## config.mk

```make
export PLATFORM = sky130hd
export DESIGN_NAME = adder8_arbiter
export DESIGN_NICKNAME = d
export VERILOG_FILES = /design/src/rtl/adder8_arbiter.sv
export SDC_FILE = /design/constraint.sdc
export NUM_CORES = 1
export LEC_CHECK = 0
export CAP_MARGIN = 20
export CORE_ASPECT_RATIO = 2
export CORE_MARGIN = 5
export CORE_UTILIZATION = 25
export CTS_CLUSTER_SIZE = 24
export DETAILED_ROUTE_END_ITERATION = 7
export GPL_TIMING_DRIVEN = 1
export RECOVER_POWER = 50
export SKIP_LAST_GASP = 1
export SLEW_MARGIN = 25
export SYNTH_ARGS = -nofsm -noshare
export SYNTH_HDL_FRONTEND = slang
export SYNTH_HIERARCHICAL = 1
export SYNTH_SLANG_ARGS = --single-unit
```

## constraint.sdc

```tcl
create_clock -name clk -period 2.4 [get_ports clk]
set_clock_uncertainty 0.05 [all_clocks]
set_input_delay 0.48 -clock clk [delete_from_list [all_inputs] [get_ports clk]]
set_output_delay 0.48 -clock clk [all_outputs]
set_load 0.005 [all_outputs]
```

## src/rtl/adder8_arbiter.sv

```systemverilog
// Two-requester front end for a single shared 8-bit adder: round-robin grant,
// registered operands and result, result held until the consumer accepts it.

module eightbit_adder (
    input  logic [7:0] a,
    input  logic [7:0] b,
    output logic [7:0] f,
    output logic       ovf
);

    always_comb begin
        f   = a + b;
        // Signed overflow: operands agree in sign but the sum does not.
        ovf = (a[7] == b[7]) && (f[7] != a[7]);
    end

endmodule

module adder8_arbiter #(
    parameter int OVF_CNT_W = 8
) (
    input  logic                 clk,
    input  logic                 rst,
    input  logic                 req0_valid,
    output logic                 req0_ready,
    input  logic [7:0]           req0_a,
    input  logic [7:0]           req0_b,
    input  logic                 req1_valid,
    output logic                 req1_ready,
    input  logic [7:0]           req1_a,
    input  logic [7:0]           req1_b,
    output logic                 resp_valid,
    input  logic                 resp_ready,
    output logic                 resp_id,
    output logic [7:0]           resp_f,
    output logic                 resp_ovf,
    output logic                 busy,
    output logic [OVF_CNT_W-1:0] ovf_count
);

    typedef enum logic [1:0] {
        IDLE = 2'd0,
        EXEC = 2'd1,
        RESP = 2'd2
    } state_t;

    state_t     state_q;
    state_t     state_d;
    logic       last_grant_q;
    logic       id_q;
    logic [7:0] op_a_q;
    logic [7:0] op_b_q;
    logic       grant_valid;
    logic       grant_id;
    logic [7:0] sum_f;
    logic       sum_ovf;

    eightbit_adder u_adder (
        .a   (op_a_q),
        .b   (op_b_q),
        .f   (sum_f),
        .ovf (sum_ovf)
    );

    // NOTE: every output of this block gets a default first, so no path can infer a latch.
    always_comb begin
        state_d     = state_q;
        grant_valid = 1'b0;
        grant_id    = 1'b0;
        req0_ready  = 1'b0;
        req1_ready  = 1'b0;
        case (state_q)
            IDLE: begin
                if (req0_valid && req1_valid) begin
                    grant_valid = 1'b1;
                    grant_id    = ~last_grant_q;
                end else if (req0_valid) begin
                    grant_valid = 1'b1;
                    grant_id    = 1'b0;
                end else if (req1_valid) begin
                    grant_valid = 1'b1;
                    grant_id    = 1'b1;
                end
                req0_ready = grant_valid && !grant_id;
                req1_ready = grant_valid && grant_id;
                if (grant_valid) begin
                    state_d = EXEC;
                end
            end
            EXEC: state_d = RESP;
            RESP: begin
                if (resp_ready) begin
                    state_d = IDLE;
                end
            end
            default: state_d = IDLE;
        endcase
    end

    // NOTE: state is updated with non-blocking assignments so every register samples pre-edge values.
    always_ff @(posedge clk) begin
        if (rst) begin
            state_q      <= IDLE;
            last_grant_q <= 1'b1;
            id_q         <= 1'b0;
            op_a_q       <= 8'h00;
            op_b_q       <= 8'h00;
            resp_valid   <= 1'b0;
            resp_id      <= 1'b0;
            resp_f       <= 8'h00;
            resp_ovf     <= 1'b0;
            ovf_count    <= '0;
        end else begin
            state_q <= state_d;
            case (state_q)
                IDLE: begin
                    if (grant_valid) begin
                        op_a_q       <= grant_id ? req1_a : req0_a;
                        op_b_q       <= grant_id ? req1_b : req0_b;
                        id_q         <= grant_id;
                        last_grant_q <= grant_id;
                    end
                end
                EXEC: begin
                    resp_f     <= sum_f;
                    resp_ovf   <= sum_ovf;
                    resp_id    <= id_q;
                    resp_valid <= 1'b1;
                end
                RESP: begin
                    if (resp_ready) begin
                        resp_valid <= 1'b0;
                        if (resp_ovf && (ovf_count != '1)) begin
                            ovf_count <= ovf_count + 1'b1;
                        end
                    end
                end
                default: resp_valid <= 1'b0;
            endcase
        end
    end

    assign busy = (state_q != IDLE);

endmodule

```

==> results of run 1 <==
[final cells by class]
class / instances / area share
Multi-Input combinational cell: 179 / 0.388
Sequential cell: 39 / 0.278
Timing Repair Buffer: 64 / 0.222
Clock buffer: 6 / 0.0459
Tap cell: 94 / 0.0419
Clock inverter: 2 / 0.0214
Inverter: 2 / 0.00267
[synth_stat cells, drive strengths merged (2+ instances only)]
master / number / area share
a211oi: 3 / 0.011
a21oi: 29 / 0.076
and3: 5 / 0.016
buf: 10 / 0.034
clkbuf: 3 / 0.0057
dfxtp: 39 / 0.40
ha: 8 / 0.051
inv: 2 / 0.0038
mux2: 2 / 0.011
mux2i: 6 / 0.031
nand2: 40 / 0.077
nand2b: 3 / 0.0096
nand4: 2 / 0.0064
nor2: 22 / 0.045
nor2b: 5 / 0.016
nor3: 2 / 0.0051
nor3b: 13 / 0.050
o211ai: 4 / 0.018
o21ai: 3 / 0.0077
o22ai: 13 / 0.041
xnor2: 4 / 0.018
xor2: 7 / 0.031
[through the flow]
stage	std cells	hold WS [ns]	util	instance area, um2	power, uW
CTS	386	0.409	0.369	2830	1990
floorplan	233	0.382	-	1960	979
detailed placement	378	0.401	0.345	2640	1140
finish	386	0.402	0.367	2810	1950
global route	386	0.422	0.367	2810	2040
global placement	378	0.397	0.345	2640	1130
[flip-flops by register name, summed over array words and instances (netlist names)]
name	count
resp_ovf	1
resp_id	1
state_q	2
op_a_q	8
op_b_q	8
resp_valid	1
resp_f	8
id_q	1
ovf_count	8
last_grant_q	1
[worst max-delay path, delay by kind of cell]
family | cells | cell delay, ns
buf+inv | 2 | 1.00
simple gates | 2 | 0.34
[worst min-delay path by stage]
stage / endpoint / cells past startpoint / startpoint / slack, ns
4_1_cts: resp_f[7] / 2 / resp_f[7] / 0.41
3_5_place_dp: resp_f[7] / 2 / resp_f[7] / 0.40
2_1_floorplan: resp_id / 2 / id_q / 0.38
3_3_place_gp: resp_f[7] / 2 / resp_f[7] / 0.40
6_report: resp_f[5] / 2 / resp_f[5] / 0.40
5_1_grt: op_b_q[2] / 2 / op_b_q[2] / 0.42
[power by group]
part | internal, uW | switching, uW | leakage, uW
logic | 195 | 179 | 0.000701
clock network | 596 | 246 | 0.0000911
registers | 700 | 35.4 | 0.000319
total | 1490 | 460 | 0.00111
[kinds of logic (layout without fill, tap and decap cells)]
group / count (synthesis) / in the layout
simple gates: 95 / 95
mux: 8 / 8
xor+xnor: 11 / 11
compound gates: 56 / 56
buf+inv: 15 / 74
fa+ha+maj: 9 / 9
flops: 39 / 39
[layer usage]
layer	track usage	up-vias	wire length [um]
li1	-	929	-
met1	0.101	802	1840
met2	0.207	43	2950
met3	0.0156	9	206
met4	0.0626	0	155
met5	0	-	0
==> qor_table.md, run 1 <==
| Item | Reported |
| --- | --- |
| Syn. warnings | 6 |
| Total CTS buffers | 5 |
| Post-placement worst setup slack | 0.0393 ns |
| Final GP Congestion | 0.770 |
| Die ar. | 9830 um2 |
| Number of setup buffers added after CTS | 0 |
| DRC | 0 |
| Setup repair after global routing missed its margin | false |
| Ant. Diodes | 0 |
| Classification of the worst-slack hold path | reg -> reg |
| Share of post-route cells with drive strength above 1 | 0.0651 |
| Length of the first detailed-routing pass in iterations | 4 |
| Crit path arrival time | 1.81 ns |
| Mean cell area of the mapped netlist | 8.42 um2 |
| Dominant cell type by count on the critical path | sky130_fd_sc_hd__clkdlybuf4s50_1 |
| Most common library cell in the layout ignoring fill and taps | sky130_fd_sc_hd__clkdlybuf4s50_1 |
| Biggest fanout along the worst timing path | 4 |
| Worst Setup Slack, final | 0.0587 ns |
| Clock transition at the register clock pins on the worst setup and hold paths after CTS | 0.05 ns |
| Average via count per standard cell | 4.62 |
| Element type at the critical path end | primary output |
| Cell variety after synth | 37 |
| Number of global-route vias before repair | 1805 |
| Leakage power | 0.00111 uW |
| Post-synthesis async set-or-reset flop share | 0 |
| Total routing usage reported by global routing | 0.107 |
| Synth Area in Compound Gates | 0.171 |
| Critical Path End | req0_ready |
| Sum of overflow across all layers after global routing | 0 |
| Cell Pwr Density | 695 nW/um2 |
| Highest-count cells in the layout ignoring fill and taps | sky130_fd_sc_hd__clkdlybuf4s50_1, sky130_fd_sc_hd__nand2_1, sky130_fd_sc_hd__dfxtp_1, sky130_fd_sc_hd__a21oi_1, sky130_fd_sc_hd__nor2_1 |
| Final worst-path cycle share | 0.976 |
| Cells traversed along the worst timing path | clkdlybuf4s50_1 > nand2b_1 > and3_1 > clkdlybuf4s50_1 |
| Root buffer selected by CTS | sky130_fd_sc_hd__clkbuf_16 |
| Delay of the slowest critical-path stage | 0.54 ns |
| Filler cells | 857 |
| Post-cts sizing count | 0 |
| Wire length of the first global-routing pass | 8.20 mm |
| Post-synthesis share of cell area spent on full adders, half adders and majority gates | 0.0612 |
| Detailed-route wire length | 5.15 mm |
| Area occupied by registers | 781 um2 |
| FF-to-FF setup slack | 0.48 ns |
| Max-cap violation count | 0 |
| Summed instance area of the synthesized netlist | 1960 um2 |
| Maximum clock frequency | 427 MHz |
| Clock tree from TritonCTS | done |
| Max Root-Sink Buffers | 2 |
| Critical R2R Capture | resp_f[6] |
| Latest clock arrival within the worst-skew pair | 0.28 ns |
| Number of antenna violations at the first check in global routing | 0 |
| Critical path startpoint | req1_valid |
| Y dimension of the die | 135 um |
| Net count after synthesis | 279 |
| Avg WL per Cell | 13.3 um |
| Count of hold buffers inserted by post-cts repair | 0 |
| Multiplexer area fraction after synthesis | 0.0421 |
| VDD IR-drop max | 311 uV |
| Final total negative setup slack | 0 ns |
| Origin of the critical flop-to-flop path | op_a_q[0] |
| Post-synthesis to final-layout area growth | 43.1% |
| Required arrival time at the worst endpoint | 1.87 ns |
| CTS sink count | 39 |
| Post-synthesis sequential area ratio | 0.398 |
| Antenna viol nets, final | 0 |
| Transition time at the pin with the least slew margin | 0.636 ns |
| Flop and latch count out of synthesis | 39 |
| Fraction of the mapped netlist area in simple logic gates | 0.235 |
| Main combinational cell family by area after synthesis | simple AND/OR/NAND/NOR gates |
| Count of flip-flops with a built-in enable after synthesis | 0 |
| Core area | 7660 um2 |
| Total number of H-tree levels | 2 |
| Depth of the most critical reg-to-reg path | 8 |
| Number of nets in the layout | 337 |
| Cell with the biggest individual delay on the critical path | sky130_fd_sc_hd__clkdlybuf4s50_1 |
| Max-slew violations | 0 |
| Area used by multi-input combinational logic | 1090 um2 |
| Die W | 72.6 um |
| Row cnt | 45 |
| Via count | 1783 |
| Buffers on Ports | 58 |
| Final-report setup violation count | 0 |
| Final min period | 2.34 ns |
| Starting density of the core | 0.256 |
| Type of the worst setup path | in -> out |
| Max-slew headroom | 0.576 |
| Post-synthesis xor/xnor area fraction | 0.0491 |
| Post-Synthesis Cells | 233 |
| Number of hold-slack violations in the final timing report | 0 |
| Outcome | finished, final reports clean |
| Startpoint kind of the worst setup timing path | input port |
| IO Count | 59 |
| HPWL reported at the end of detailed placement | 4.15 mm |
| Pin count of the biggest net entering global routing | 33 |
| Starting DRT DRC Count | 57 |
| Synth Flop Type | sky130_fd_sc_hd__dfxtp_1 |
(Power assumes the default switching activity.)
==> inputs of run 2 (changes only) <==
Settings changed: SYNTH_HIERARCHICAL 1 to unset.
==> qor_table.md, run 2 <==
| Item | Reported | Delta |
| --- | --- | --- |
| Leakage power | 0.00106 uW | -4.7% |
| Core area | 7600 um2 | -0.74% |
| Total routing usage reported by global routing | 0.114 | +0.00684 |
| Wire length of the first global-routing pass | 8.54 mm | +4.2% |
| Startpoint kind of the worst setup timing path | input port |  |
| Final GP Congestion | 0.815 | +5.8% |
| Sequential share of power | 0.419 | +0.042 |
| Via count | 1839 | +3.1% |
| Flop and latch count out of synthesis | 39 | unchanged |
| Required arrival time at the worst endpoint | 1.87 ns | about the same |
| Max-cap violation count | 0 | unchanged |
| Most frequently used cell type in the post-synthesis netlist | sky130_fd_sc_hd__dfxtp_1 |  |
| VDD IR-drop max | 358 uV | +15% |
| Cell accounting for the most synthesized area | sky130_fd_sc_hd__dfxtp_1 |  |
| Maximum clock frequency | 433 MHz | +1.4% |
| Internal power | 1290 uW | -13% |
| Number of antenna violations at the first check in global routing | 0 | unchanged |
| Power after layout | 1760 uW | -9.6% |
| Switching power as a share of total power | 0.268 | +0.0319 |
| Setup repair after global routing missed its margin | false |  |
| Max-slew violations | 0 | unchanged |
| Hold Worst Slack | 0.398 ns | -0.00343 ns |
| Pin count of the biggest net entering global routing | 21 | -36% |
| Top post-synthesis cells by area | sky130_fd_sc_hd__dfxtp_1, sky130_fd_sc_hd__a21oi_1, sky130_fd_sc_hd__ha_1 |  |
| Highest-count cells in the layout ignoring fill and taps | sky130_fd_sc_hd__clkdlybuf4s50_1, sky130_fd_sc_hd__dfxtp_1, sky130_fd_sc_hd__a21oi_1, sky130_fd_sc_hd__nand2_1, sky130_fd_sc_hd__nor2_1 |  |
| Number of instances on the worst hold path | 2 | unchanged |
| Number of setup buffers added after CTS | 0 | unchanged |
| Most common library cell in the layout ignoring fill and taps | sky130_fd_sc_hd__clkdlybuf4s50_1 |  |
| Average via count per standard cell | 4.78 | +3.4% |
| Depth of the most critical reg-to-reg path | 6 | -2 |
| Synth Flop Type | sky130_fd_sc_hd__dfxtp_1 |  |
| Number of hold-slack violations in the final timing report | 0 | unchanged |
| Length of the first detailed-routing pass in iterations | 3 | -1 |
| Die ar. | 9780 um2 | -0.51% |
| Final worst-path cycle share | 0.963 | -0.0130 |
| Type of the worst setup path | in -> out |  |
| Latest clock arrival within the worst-skew pair | 0.28 ns | about the same |
| Biggest fanout along the worst timing path | 4 | unchanged |
| Final total negative setup slack | 0 ns | unchanged |
| Net count after synthesis | 275 | -1.4% |
| Post-synthesis to final-layout area growth | 42.8% |  |
| Final min period | 2.31 ns | -0.0313 ns |
| Area used by multi-input combinational logic | 1090 um2 | -0.23% |
| Total number of H-tree levels | 2 | unchanged |
| Buffers on Ports | 58 | unchanged |
| Final-report setup violation count | 0 | unchanged |
| Count of hold buffers inserted by post-cts repair | 0 | unchanged |
| Post-synthesis async set-or-reset flop share | 0 | unchanged |
| Share of post-route cells with drive strength above 1 | 0.0481 | -0.0170 |
| IO Count | 59 | unchanged |
| Crit path arrival time | 1.78 ns | -0.03 ns |
| Sum of overflow across all layers after global routing | 0 | unchanged |
| Syn. warnings | 0 | -6 |
| HPWL reported at the end of detailed placement | 4.24 mm | +2.0% |
| Start point of the worst min-delay path | resp_f[0] |  |
| Max-slew headroom | 0.387 | -0.190 |
| Mean cell area of the mapped netlist | 8.52 um2 | +1.2% |
| CTS sink count | 39 | unchanged |
| Cell variety after synth | 36 | -2.7% |
| Antenna viol nets, final | 0 | unchanged |
| Number of nets in the layout | 336 | -0.30% |
| Row cnt | 45 | unchanged |
| Commonest cells in the netlist | sky130_fd_sc_hd__dfxtp_1, sky130_fd_sc_hd__a21oi_1, sky130_fd_sc_hd__nand2_1, sky130_fd_sc_hd__nor2_1, sky130_fd_sc_hd__o21ai_0 |  |
| Transition time at the pin with the least slew margin | 0.920 ns | +0.285 ns |
| Critical R2R Capture | resp_f[6] |  |
| Summed instance area of the synthesized netlist | 1950 um2 | -0.57% |
| Starting density of the core | 0.257 | +0.000416 |
| Y dimension of the die | 135 um | -0.27% |
| Outcome | finished, final reports clean |  |
| Clock transition at the register clock pins on the worst setup and hold paths after CTS | 0.05 ns | about the same |
| Origin of the critical flop-to-flop path | op_a_q[0] |  |
| Avg WL per Cell | 13.7 um | +2.5% |
| Number of global-route vias before repair | 1875 | +3.9% |
| Sw power | 472 uW | +2.6% |
| Post-Synthesis Cells | 229 | -1.7% |
| Post-synthesis sequential area ratio | 0.400 | +0.00230 |
| Root buffer selected by CTS | sky130_fd_sc_hd__clkbuf_16 |  |
| Power share of the clock group | 0.358 | -0.074 |
| Relative contribution of combinational cells to total power | 0.223 | +0.032 |
| Die W | 72.5 um | -0.25% |
| Element type at the critical path end | primary output |  |
| Starting DRT DRC Count | 39 | -32% |
| Total CTS buffers | 5 | unchanged |
| Post-cts sizing count | 0 | unchanged |
| Hold Path Sink | resp_f[0] |  |
| Max Root-Sink Buffers | 2 | unchanged |
| DRC | 0 | unchanged |
| Detailed-route wire length | 5.26 mm | +2.2% |
| FF-to-FF setup slack | 0.56 ns | +0.08 ns |
| Classification of the worst-slack hold path | reg -> reg |  |
| Critical path startpoint | req1_valid |  |
| Clock tree from TritonCTS | done |  |
| Ant. Diodes | 0 | unchanged |
| Area share of the leading cell type in the synthesized netlist | 0.400 | +0.00230 |
| Cell Pwr Density | 633 nW/um2 | -8.9% |
| Filler cells | 815 | -4.9% |
| Area occupied by registers | 781 um2 | unchanged |
| Count of flip-flops with a built-in enable after synthesis | 0 | unchanged |
run 2: metrics by stage:
| step | cells | instance area, um2 | utilization | setup slack, ns |
|---|---|---|---|---|
| floorplan | 229 | 1950 | - | 0.693 |
| global placement | 377 | 2660 | 0.349 | 0.0635 |
| detailed placement | 377 | 2660 | 0.349 | 0.0658 |
| CTS | 385 | 2790 | 0.368 | 0.0529 |
| global route | 385 | 2790 | 0.367 | 0.0304 |
| finish | 385 | 2790 | 0.367 | 0.0900 |
run 2: logic make-up (layout without fill, tap and decap cells):
family / after synthesis / after routing / synth area share
compound gates: 70 / 70 / 0.215
xor+xnor: 8 / 8 / 0.0359
fa+ha+maj: 9 / 9 / 0.0616
buf+inv: 19 / 81 / 0.0423
flops: 39 / 39 / 0.400
mux: 7 / 7 / 0.0359
simple gates: 77 / 77 / 0.209
run 2: worst max path at each step:
stage / slack, ns / endpoint
detailed placement: 0.07 / req0_ready
finish: 0.09 / req0_ready
global route: 0.03 / req0_ready
floorplan: 0.69 / resp_f[6]
CTS: 0.05 / req0_ready
global placement: 0.06 / req0_ready
run 2: critical path, stage by stage:
cell,delay (ns)
sky130_fd_sc_hd__clkdlybuf4s50_1,0.45
sky130_fd_sc_hd__nand2b_1,0.08
sky130_fd_sc_hd__and3_1,0.23
sky130_fd_sc_hd__clkdlybuf4s50_1,0.53
run 2: final cells by class:
class	count	share of cell area
timing repair buffer	67	0.230
inverter	6	0.00808
sequential	39	0.280
tap	94	0.0422
clock inverter	1	0.00180
clock buffer	7	0.0476
multi-input combinational	171	0.390
run 2: power by group through the flow:
stage,sequential [uW],clock (uW),combinational [uW]
floorplan,746,0,228
global placement,753,0,397
detailed placement,755,0,401
CTS,741,652,404
global route,747,676,439
finish,739,631,392
run 2: metal layers:
layer | vias up | global-route usage | part of all wire
li1 | 957 | - | -
met5 | - | 0 | 0
met2 | 41 | 0.228 | 0.58
met4 | 0 | 0.0698 | 0.032
met3 | 8 | 0.0216 | 0.048
met1 | 833 | 0.0958 | 0.34
==> inputs of run 3 (changes only) <==
Settings changed: MAX_ROUTING_LAYER set to met4, SKIP_CTS_REPAIR_TIMING set to 1.
Clock period 2.4 ns to 1.99 ns, I/O delays scaled along.
==> qor_table.md, run 3 (same netlist as run 2, synthesis figures left out) <==
| Item | Reported | Delta |
| --- | --- | --- |
| Outcome | finished, final reports clean |  |
| Share of post-route cells with drive strength above 1 | 0.0774 | +0.0293 |
| Die W | 72.5 um | unchanged |
| Number of instances on the worst hold path | 2 | unchanged |
| Hold Path Sink | resp_f[0] |  |
| Final-report setup violation count | 0 | unchanged |
| Transition time at the pin with the least slew margin | 0.561 ns | -0.359 ns |
| Core area | 7600 um2 | unchanged |
| Highest-count cells in the layout ignoring fill and taps | sky130_fd_sc_hd__clkdlybuf4s50_1, sky130_fd_sc_hd__dfxtp_1, sky130_fd_sc_hd__a21oi_1, sky130_fd_sc_hd__nand2_1, sky130_fd_sc_hd__nor2_1 |  |
| Placed instance count | 383 | +1.6% |
| Average via count per standard cell | 4.68 | -2.1% |
| Delay of the slowest critical-path stage | 0.52 ns | about the same |
| Share of the core filled with cells in the final layout | 0.380 | +0.0135 |
| CP bufs+invs | 2 | unchanged |
| GR met2 Demand/Resource | 0.229 | +0.00102 |
| Most common library cell in the layout ignoring fill and taps | sky130_fd_sc_hd__clkdlybuf4s50_1 |  |
| Ant. Diodes | 0 | unchanged |
| Element type at the critical path end | primary output |  |
| Pin count of the biggest net entering global routing | 26 | +24% |
| Classification of the worst-slack hold path | reg -> reg |  |
| Die ar. | 9780 um2 | unchanged |
| Maximum clock frequency | 531 MHz |  |
| Length of the first detailed-routing pass in iterations | 4 | +1 |
| Worst Setup Slack, final | 0.107 ns | +0.0173 ns |
| Max-slew headroom | 0.626 | +0.239 |
| Post-placement worst setup slack | -0.163 ns | -0.229 ns |
| Clock transition at the register clock pins on the worst setup and hold paths after CTS | 0.06 ns | about the same |
| Y dimension of the die | 135 um | unchanged |
| Detailed-route wire length | 5.28 mm | +0.29% |
| Number of global-route vias before repair | 1888 | +0.69% |
| Number of hold-slack violations in the final timing report | 0 | unchanged |
| Buffers on Ports | 58 | unchanged |
| Max-slew violations | 0 | unchanged |
| FF-to-FF setup slack | 0.14 ns | -0.42 ns |
| Number of nets in the layout | 342 | +1.8% |
| Row cnt | 45 | unchanged |
| Starting density of the core | 0.257 | unchanged |
| Sum of overflow across all layers after global routing | 0 | unchanged |
| Total number of H-tree levels | 2 | unchanged |
| Startpoint kind of the worst setup timing path | register |  |
| Clock tree from TritonCTS | done |  |
| Total routing usage reported by global routing | 0.116 | +0.00278 |
| Latest clock arrival within the worst-skew pair | 0.28 ns | about the same |
| Number of standard cells in the final layout excluding fillers | 391 | +1.6% |
| Family with the most delay on the worst path | buffers and inverters |  |
| Start point of the worst min-delay path | resp_f[0] |  |
| Number of antenna violations at the first check in global routing | 0 | unchanged |
| Final worst-path cycle share | 0.946 |  |
| Final GP Congestion | 0.811 | -0.47% |
| Global Route met1 Usage | 0.0948 | -0.00109 |
| Critical R2R Capture | resp_ovf |  |
| Required arrival time at the worst endpoint | 1.54 ns | -0.33 ns |
| DRC | 0 | unchanged |
| Most crowded layer after global routing | met2 |  |
| Antenna viol nets, final | 0 | unchanged |
| Via count | 1828 | -0.60% |
| Starting DRT DRC Count | 48 | +23% |
| VDD IR-drop max | 418 uV | +17% |
| Root buffer selected by CTS | sky130_fd_sc_hd__clkbuf_16 |  |
| Setup repair after global routing missed its margin | false |  |
| Wire length of the first global-routing pass | 8.42 mm | -1.4% |
| Max Root-Sink Buffers | 2 | unchanged |
| Total CTS buffers | 5 | unchanged |
| Type of the worst setup path | reg -> out |  |
| Post-synthesis to final-layout area growth | 48.1% |  |
| CTS sink count | 39 | unchanged |
| Leakage power | 0.00113 uW | +6.6% |
| Met3 track utilization from global routing | 0.0224 | +0.000745 |
| Filler cells | 790 | -3.1% |
| Cell with the biggest individual delay on the critical path | sky130_fd_sc_hd__clkdlybuf4s50_1 |  |
| IO Count | 59 | unchanged |
| Max-cap violation count | 0 | unchanged |
| Biggest fanout along the worst timing path | 6 | +2 |
| Origin of the critical flop-to-flop path | op_b_q[1] |  |
| HPWL reported at the end of detailed placement | 4.30 mm | +1.5% |
| Avg WL per Cell | 13.5 um | -1.3% |
| Cell Pwr Density | 833 nW/um2 | +32% |
| Final min period | 1.88 ns |  |
| Depth of the most critical reg-to-reg path | 5 | -1 |
| Crit path arrival time | 1.43 ns | -0.35 ns |
| Cells traversed along the worst timing path | nor2_2 > inv_2 > clkdlybuf4s50_1 |  |
==> run 3: changes by cell type in the layout (fill, tap and decap cells not counted), sizes merged <==
cell	change
dlymetal6s2s	+2
clkdlybuf4s50	-2
clkinv	-1
clkinvlp	+1
bufinv	+2
buf	+1
clkbuf	+3
==> run 3: worst max-delay path by stage <==
| stage | slack [ns] | to | start | cells past startpoint |
|---|---|---|---|---|
| detailed placement | -0.16 | req0_ready | req1_valid | 4 |
| floorplan | 0.28 | resp_f[6] | op_a_q[0] | 6 |
| finish | 0.11 | busy | state_q[1] | 3 |
| global route | 0.03 | resp_ovf | op_b_q[1] | 5 |
| global placement | -0.16 | req0_ready | req1_valid | 4 |
| CTS | -0.17 | req0_ready | req1_valid | 4 |
==> run 3: worst reg2reg max path, stage by stage (launching register included) <==
cell	delay, ns
sky130_fd_sc_hd__dfxtp_1	0.39
sky130_fd_sc_hd__ha_1	0.28
sky130_fd_sc_hd__a211oi_1	0.35
sky130_fd_sc_hd__o211ai_1	0.23
sky130_fd_sc_hd__a211o_1	0.34
sky130_fd_sc_hd__a31oi_1	0.15
==> run 3: layout make-up <==
type                       instances  area, um2  area share
inverter                           6       22.5     0.00780
clock inverter                     3       67.6      0.0234
multi-input combinational        171       1090       0.379
timing repair buffer              73        681       0.236
clock buffer                       5        125      0.0433
tap                               94        118      0.0407
sequential                        39        781       0.270
==> run 3: layer usage <==
layer | up-vias | routed length (um)
met5 | - | 0
met4 | 0 | 180
met2 | 45 | 3070
met1 | 810 | 1810
met3 | 11 | 220
li1 | 962 | -
==> run 3: per-stage QoR <==
| stage | hold slack [ns] | cell area, um2 | TNS, ns | power [uW] |
|---|---|---|---|---|
| floorplan | 0.382 | 1950 | 0 | 1180 |
| global placement | 0.390 | 2700 | -0.195 | 1400 |
| detailed placement | 0.399 | 2700 | -0.216 | 1400 |
| CTS | 0.409 | 2890 | -0.261 | 2450 |
| global route | 0.433 | 2890 | 0 | 2530 |
| finish | 0.401 | 2890 | 0 | 2410 |
==> run 3: report_power, final <==
| part | switching, uW | total, uW | internal (uW) |
|---|---|---|---|
| sequential | 42.9 | 890 | 847 |
| combinational | 231 | 480 | 249 |
| clock | 320 | 1040 | 718 |
